## config.mk

```make
export PLATFORM = sky130hd
export DESIGN_NAME = commit_sequencer
export DESIGN_NICKNAME = d
export VERILOG_FILES = /design/src/rtl/commit_sequencer.sv
export SDC_FILE = /design/constraint.sdc
export NUM_CORES = 1
export LEC_CHECK = 0
export ABC_AREA = 1
export BUFFER_PORTS_ARGS = -buffer_cell sky130_fd_sc_hd__buf_2
export CAP_MARGIN = 0
export CORE_MARGIN = 2
export CORE_UTILIZATION = 50
export DETAILED_ROUTE_END_ITERATION = 12
export PLACE_DENSITY = 0.9
export RECOVER_POWER = 50
export SETUP_SLACK_MARGIN = 0.02
export SYNTH_ARGS = -nofsm -noshare
export SYNTH_HDL_FRONTEND = slang
export SYNTH_SLANG_ARGS = --single-unit
```

## constraint.sdc

```tcl
create_clock -name clk_in -period 2.8 [get_ports clk_in]
set_input_delay 0.7 -clock clk_in [delete_from_list [all_inputs] [get_ports clk_in]]
set_output_delay 0.7 -clock clk_in [all_outputs]
set_load 0.02 [all_outputs]
```

## src/rtl/commit_sequencer.sv

```systemverilog
// Retires the reorder-buffer head into the commit stage, with a store handshake and a post-jump flush window.
// Optional performance counters are enabled by defining COMMIT_PERF_CNT_EN.
module commit_sequencer #(
    parameter int                ROB_W      = 4,
    parameter int                DATA_W     = 32,
    parameter int                ADDR_W     = 32,
    parameter int                TYPE_W     = 3,
    parameter logic [TYPE_W-1:0] JUMP_TYPE  = TYPE_W'(3),
    parameter int                FLUSH_HOLD = 2
) (
    input  logic              clk_in,
    input  logic              rst_in,
    input  logic              head_valid_in,
    input  logic              head_ready_in,
    input  logic              head_store_in,
    input  logic [ROB_W-1:0]  head_rob_pos_in,
    input  logic [4:0]        head_rd_in,
    input  logic [DATA_W-1:0] head_data_in,
    input  logic [TYPE_W-1:0] head_type_in,
    input  logic              head_jump_in,
    input  logic [ADDR_W-1:0] head_jaddr_in,
    output logic              pop_out,
    output logic              commit_valid_out,
    output logic [4:0]        commit_rd_out,
    output logic [ROB_W-1:0]  commit_rob_out,
    output logic [DATA_W-1:0] commit_data_out,
    output logic [TYPE_W-1:0] commit_type_out,
    output logic              commit_jump_out,
    output logic [ADDR_W-1:0] commit_jaddr_out,
    output logic              st_req_out,
    output logic [ROB_W-1:0]  st_rob_out,
    input  logic              st_ack_in,
    output logic              flush_out
`ifdef COMMIT_PERF_CNT_EN
    ,
    output logic [31:0]       perf_commit_out,
    output logic [31:0]       perf_stall_out
`endif
);

    localparam int CNT_W = (FLUSH_HOLD > 1) ? $clog2(FLUSH_HOLD) : 1;

    typedef enum logic [1:0] {IDLE, ST_WAIT, FLUSH} state_t;

    state_t              r_state, w_stateNext;
    logic [CNT_W-1:0]    r_flushCnt;
    logic                r_stReq;
    logic [ROB_W-1:0]    r_stRob;

    logic                w_pop, w_commit, w_stReqSet, w_stReqClr, w_flushLoad;
    logic [4:0]          w_commitRd;
    logic [ROB_W-1:0]    w_commitRob;
    logic [DATA_W-1:0]   w_commitData;
    logic [TYPE_W-1:0]   w_commitType;
    logic                w_commitJump;
    logic [ADDR_W-1:0]   w_commitJaddr;

    // The flush counter holds the remaining FLUSH cycles minus one, so exit happens when it reads zero.
    always_comb begin
        w_stateNext   = r_state;
        w_pop         = 1'b0;
        w_commit      = 1'b0;
        w_stReqSet    = 1'b0;
        w_stReqClr    = 1'b0;
        w_flushLoad   = 1'b0;
        w_commitRd    = '0;
        w_commitRob   = '0;
        w_commitData  = '0;
        w_commitType  = '0;
        w_commitJump  = 1'b0;
        w_commitJaddr = '0;
        case (r_state)
            IDLE: begin
                if (head_valid_in && head_ready_in) begin
                    if (head_store_in) begin
                        w_stReqSet  = 1'b1;
                        w_stateNext = ST_WAIT;
                    end else begin
                        w_pop         = 1'b1;
                        w_commit      = 1'b1;
                        w_commitRd    = head_rd_in;
                        w_commitRob   = head_rob_pos_in;
                        w_commitData  = head_data_in;
                        w_commitType  = head_type_in;
                        w_commitJump  = head_jump_in;
                        w_commitJaddr = head_jaddr_in;
                        if ((head_type_in == JUMP_TYPE) && head_jump_in) begin
                            w_flushLoad = 1'b1;
                            w_stateNext = FLUSH;
                        end
                    end
                end
            end
            ST_WAIT: begin
                if (r_stReq && st_ack_in) begin
                    w_pop        = 1'b1;
                    w_commit     = 1'b1;
                    w_commitRob  = r_stRob;
                    w_commitType = head_type_in;
                    w_stReqClr   = 1'b1;
                    w_stateNext  = IDLE;
                end
            end
            FLUSH: begin
                if (r_flushCnt == '0) begin
                    w_stateNext = IDLE;
                end
            end
            default: w_stateNext = IDLE;
        endcase
    end

    always_ff @(posedge clk_in or negedge rst_in) begin
        if (!rst_in) begin
            r_state    <= IDLE;
            r_flushCnt <= '0;
            r_stReq    <= 1'b0;
            r_stRob    <= '0;
        end else begin
            r_state <= w_stateNext;
            if (w_flushLoad) begin
                r_flushCnt <= CNT_W'(FLUSH_HOLD - 1);
            end else if ((r_state == FLUSH) && (r_flushCnt != '0)) begin
                r_flushCnt <= r_flushCnt - 1'b1;
            end
            if (w_stReqSet) begin
                r_stReq <= 1'b1;
                r_stRob <= head_rob_pos_in;
            end else if (w_stReqClr) begin
                r_stReq <= 1'b0;
                r_stRob <= '0;
            end
        end
    end

    // Commit payload is zeroed on idle cycles so downstream never sees stale fields.
    always_ff @(posedge clk_in or negedge rst_in) begin
        if (!rst_in) begin
            commit_valid_out <= 1'b0;
            commit_rd_out    <= '0;
            commit_rob_out   <= '0;
            commit_data_out  <= '0;
            commit_type_out  <= '0;
            commit_jump_out  <= 1'b0;
            commit_jaddr_out <= '0;
        end else begin
            commit_valid_out <= w_commit;
            commit_rd_out    <= w_commitRd;
            commit_rob_out   <= w_commitRob;
            commit_data_out  <= w_commitData;
            commit_type_out  <= w_commitType;
            commit_jump_out  <= w_commitJump;
            commit_jaddr_out <= w_commitJaddr;
        end
    end

    assign pop_out    = w_pop;
    assign st_req_out = r_stReq;
    assign st_rob_out = r_stRob;
    assign flush_out  = (r_state == FLUSH);

`ifdef COMMIT_PERF_CNT_EN
    logic [31:0] r_perfCommit, r_perfStall;

    always_ff @(posedge clk_in or negedge rst_in) begin
        if (!rst_in) begin
            r_perfCommit <= '0;
            r_perfStall  <= '0;
        end else begin
            if (commit_valid_out) begin
                r_perfCommit <= r_perfCommit + 32'd1;
            end
            if (head_valid_in && !w_pop && (r_state != FLUSH)) begin
                r_perfStall <= r_perfStall + 32'd1;
            end
        end
    end

    assign perf_commit_out = r_perfCommit;
    assign perf_stall_out  = r_perfStall;
`endif

endmodule

```

Yosys cells after proc, flatten, opt, wreduce, memory -nomap -nowiden
Cells that the tools add are included.
Word-level totals
  input port bits: 83
  logic and storage cells: 71
  output and inout port bits: 85
  register bits after elaboration: 86
Operators by class
  reduce and logical (&&, ||, !) cells: 8
  multiplexer cells: 44
  equal/unequal tests: 7
  add/subtract/negate cells: 1
Operators with widths (count)
  $mux W32: 6
  $mux W4: 5
  $mux W1: 18
  $mux W5: 3
  $mux W2: 5
  $mux W3: 3
  $pmux W4 S2: 1
  $ne A2 B2 Y1 const B: 3
  $pmux W2 S3: 1
  $pmux W3 S2: 1
  $logic_and A1 B1 Y1: 4
  $reduce_and A4 Y1: 1
  $reduce_bool A2 Y1: 2
  $eq A3 B2 Y1 const B: 1
  $ne A3 B3 Y1 const B: 1
  $eq A2 B1 Y1 const B: 1
  $eq A2 B2 Y1 const B: 1
  $logic_not A2 Y1: 1
  $pmux W1 S2: 1
  $sub A1 B1 Y1 const B: 1

Logic depth before layout (Yosys ltp)
  depth in word-level cells: 7
  mapped depth: 6
  depth with buffers taken out: 6

Worst setup path before layout
OpenSTA, ideal clock, no wires.
  kind: in2out
  start: in head_valid_in
  end: out pop_out
  buffers on the path: 0
  data arrival time: 1261 ps
  stages on the path: 4
  slack: 839 ps
  data required time: 2100 ps
  cell sequence: nand2_1 -> nor2_8 -> nor2_1 -> inv_1
Between the ends
  cells in the longest elaborated chain, start to end: 3
RTL lines
  from (decl): line 13  | input logic head_valid_in,
  $logic_and A1 B1 Y1: line 74  | if (head_valid_in && head_ready_in) begin
  $mux W1: line 74
  $pmux W1 S2: line 72  | case (r_state)
  to (decl): line 22  | output logic pop_out,
Every way passes these cells.

Worst setup path in the final report
  start: reg r_state[0]
  end: reg commit_data_out[25]
Between the ends
  cells in the longest elaborated chain, start to end: 2
RTL lines
  from (decl): line 45  | state_t r_state, w_stateNext;
  from (signal assigned): line 120  | r_state <= w_stateNext;
  $logic_not A2 Y1: line 72
  $mux W32: line 72
  via w_commitData[25]: line 53  | logic [DATA_W-1:0] w_commitData;
  to (signal assigned): line 150  | commit_data_out <= w_commitData;
  to (decl): line 26  | output logic [DATA_W-1:0] commit_data_out,
The timed path passes the listed nets, and every way through them passes these cells.
A chain may end at the register's enable or synchronous reset.

==> out/metrics.yaml <==
yosys:
  yosys-top-cells-count: "dfrtp_1, inv_1, nor2_4"
  ys_async_sr_fraction_pct: 100
  ys_seq_area_share_pct: 59.6
  synth_warnings: 0
  netlist_top_cells_area: "dfrtp_1, nor2_4, inv_1, buf_12, nand2_1"
  synth_flop_cell: "dfrtp_1"
  avgSynthCellArea_um2: 12.3
  yosysUniqueCellTypes: 12
  synth_nets: 376
  yosysMostFrequentCell: "dfrtp_1"
  syn_area_um2: 3610
  ys_seq_elements: 86
  yosysTopAreaCellShare_pct: 59.6
  synth-edff-count: 0
  synth_top_cell_by_area: "dfrtp_1"
  postSynthCellCount: 293
detailed_routing:
  wl_met1_um: 2380
  vias_per_cell: 4.22
  via_count: 2411
  highest_layer: "met4"
  dr_wl_met3_um: 791
  drt-pass1-iter-count: 4
  met2_length_um: 3790
  drt_wl_total_um: 7020
  wl_per_cell_um: 12.3
  antenna_left: 0
  drt_iter0_drc: 74
  drc: 0
power:
  leakage_nw: 2.81
  ir_drop_uv: 281
  p_per_area_nw_per_um2: 597
final_layout:
  diodes: 0
  fin_area_um2: 4610
  syn2layout_area_growth_pct: 27.5
  fin_nets: 554
  fill_cells: 571
  final_core_util_pct: 66.7
  register_area_um2: 2150
  multi_input_area_um2: 952
  drive_gt1_share_pct: 53.1
sta:
  rsz0062_at_grt: "false"
  fin_crit_ps: 2410
  tns_ps: 0
  worst_pin_slew_ps: 1070
  fin_skew_ps: 9.09
  timing.final.crit_share_pct: 86.0
  fmax_mhz: 415
  hold_viol_final: 0
  setup_viol: 0
  maxSlewViolCount: 0
  maxSlewHeadroom_pct: 28.6
worst_setup_path:
  cpPeakStageDelay_ps: 690
  crit_slowest_cell: "clkinvlp_4"
  critical_path_class: "flop to flop"
  critPathRequiredTime_ps: 3060
  cp_common_cell: "nor2_1"
  worstPathMaxFanout: 25
  crit_chain: "nor2_1 > nand2_2 > nor2_8 > clkinvlp_4 > clkbuf_4 > nor2_1"
  r2r_slack_ps: 390
  critPathCaptureType: "flop"
  path_buf_inv: 2
  arrival_ps: 2670
  critical_path.top_delay_family: "buffers and inverters"
  start_kind: "flop"
cts:
  cts_tree: "done"
  clk_pin_slew_ps: 80
  clock_latency_ps: 330
  cts_root_buffer: "clkbuf_8"
  post_cts_buffers: 0
  postCtsHoldBufs: 0
  cts_sinks: 86
  htree_num_levels: 3
  cts_max_path_buffers: 2
  cts_resized: 0
  cts_buffers: 9
die:
  io_pins: 168
  die_area_um2: 7920
  fp.coreArea_um2: 6910
  fp.dieH_um: 89.0
  initial_core_util_pct: 52.3
  die_w_um: 89.0
  rows: 30
global_route:
  grt_pass1_vias: 2422
  grt_max_degree: 47
  grt_pass1_wl_um: 10900
  antenna_found_initial: 0
  grt-ovfl-total: 0
  track_usage_pct: 18.1
hold_path:
  hold_class: "flop to flop"
place:
  place.gp.congestion: 0.920
  dpl_cell_area_um2: 4520
  numPortBuffers: 167
  dp_hpwl_um: 5590
run:
  drv_cap: 0
outcome:
  outcome: "completed"
==> final timing paths <==
kind,from,endpoint,cells past startpoint
max,r_state[0]$_DFFE_PN0P_,commit_data_out[25]$_DFF_PN0_,6
min,r_flushCnt$_DFFE_PN0P_,r_state[1]$_DFFE_PN0P_,2
max reg2reg,r_state[0]$_DFFE_PN0P_,commit_data_out[25]$_DFF_PN0_,6
min reg2reg,r_flushCnt$_DFFE_PN0P_,r_state[1]$_DFFE_PN0P_,2
max in group asynchronous,rst_in,commit_data_out[30]$_DFF_PN0_,2
min in group asynchronous,rst_in,commit_rob_out[2]$_DFF_PN0_,1
==> logic make-up after synthesis <==
family	after synthesis	synth area share [%]
AO/OA/AOI/OAI	1	0.138
buffers and inverters	86	12.2
flip-flops	86	59.6
AND/OR/NAND/NOR	120	28.1
==> power by group <==
group	leakage (nW)	internal [mW]	switching, mW
registers	1.18	1.34	0.0558
clock network	0.0952	0.429	0.392
logic	1.54	0.177	0.360
total	2.81	1.94	0.808
==> cells in the final DEF, fill, tap and decap left out <==
master	instances
buf_2	166
nand4_1	2
clkinvlp_4	2
nor2_8	1
clkinv_2	2
nand2_1	32
bufinv_16	1
nor2_4	62
nor2_1	16
inv_1	78
clkbuf_8	10
clkbuf_2	2
dfrtp_1	86
clkbuf_4	1
buf_12	1
nand2_2	1
o21ai_0	1
clkbuf_1	2
buf_4	3
nand3_1	6
==> area by class of cell <==
class | instances | share of cell area, %
inverter | 79 | 6.52
tap | 96 | 2.61
multi-input combinational | 121 | 20.7
clock inverter | 4 | 1.03
sequential | 86 | 46.7
timing repair buffer | 174 | 19.4
clock buffer | 11 | 3.07
==> worst min-delay path, cell delays in order, from the launching register on <==
cell     delay [ps]
dfrtp_1         360
nand2_1          60
nand2_1          50
==> per-stage QoR <==
step	std cells	hold WS [ps]	power [mW]	setup slack, ps
after CTS	571	341	2.81	498
after detailed placement	556	485	1.98	589
after floorplan	293	404	1.77	839
after global placement	556	473	1.96	623
after global routing	571	537	2.90	215
final	571	503	2.75	392
==> sequential cells by signal (all words and copies together) (netlist names) <==
register,count
commit_valid_out,1
r_flushCnt,1
commit_jump_out,1
commit_rd_out,5
commit_data_out,32
st_req_out,1
commit_type_out,3
commit_rob_out,4
st_rob_out,4
r_state,2
commit_jaddr_out,32
==> per-layer routing <==
metal | global-route usage [%] | vias up
li1 | - | 1166
met1 | 19.9 | 1117
met2 | 32.8 | 121
met3 | 5.63 | 7
met4 | 6.78 | 0
met5 | 0 | -
No activity file was read; power rests on OpenSTA's default activity.
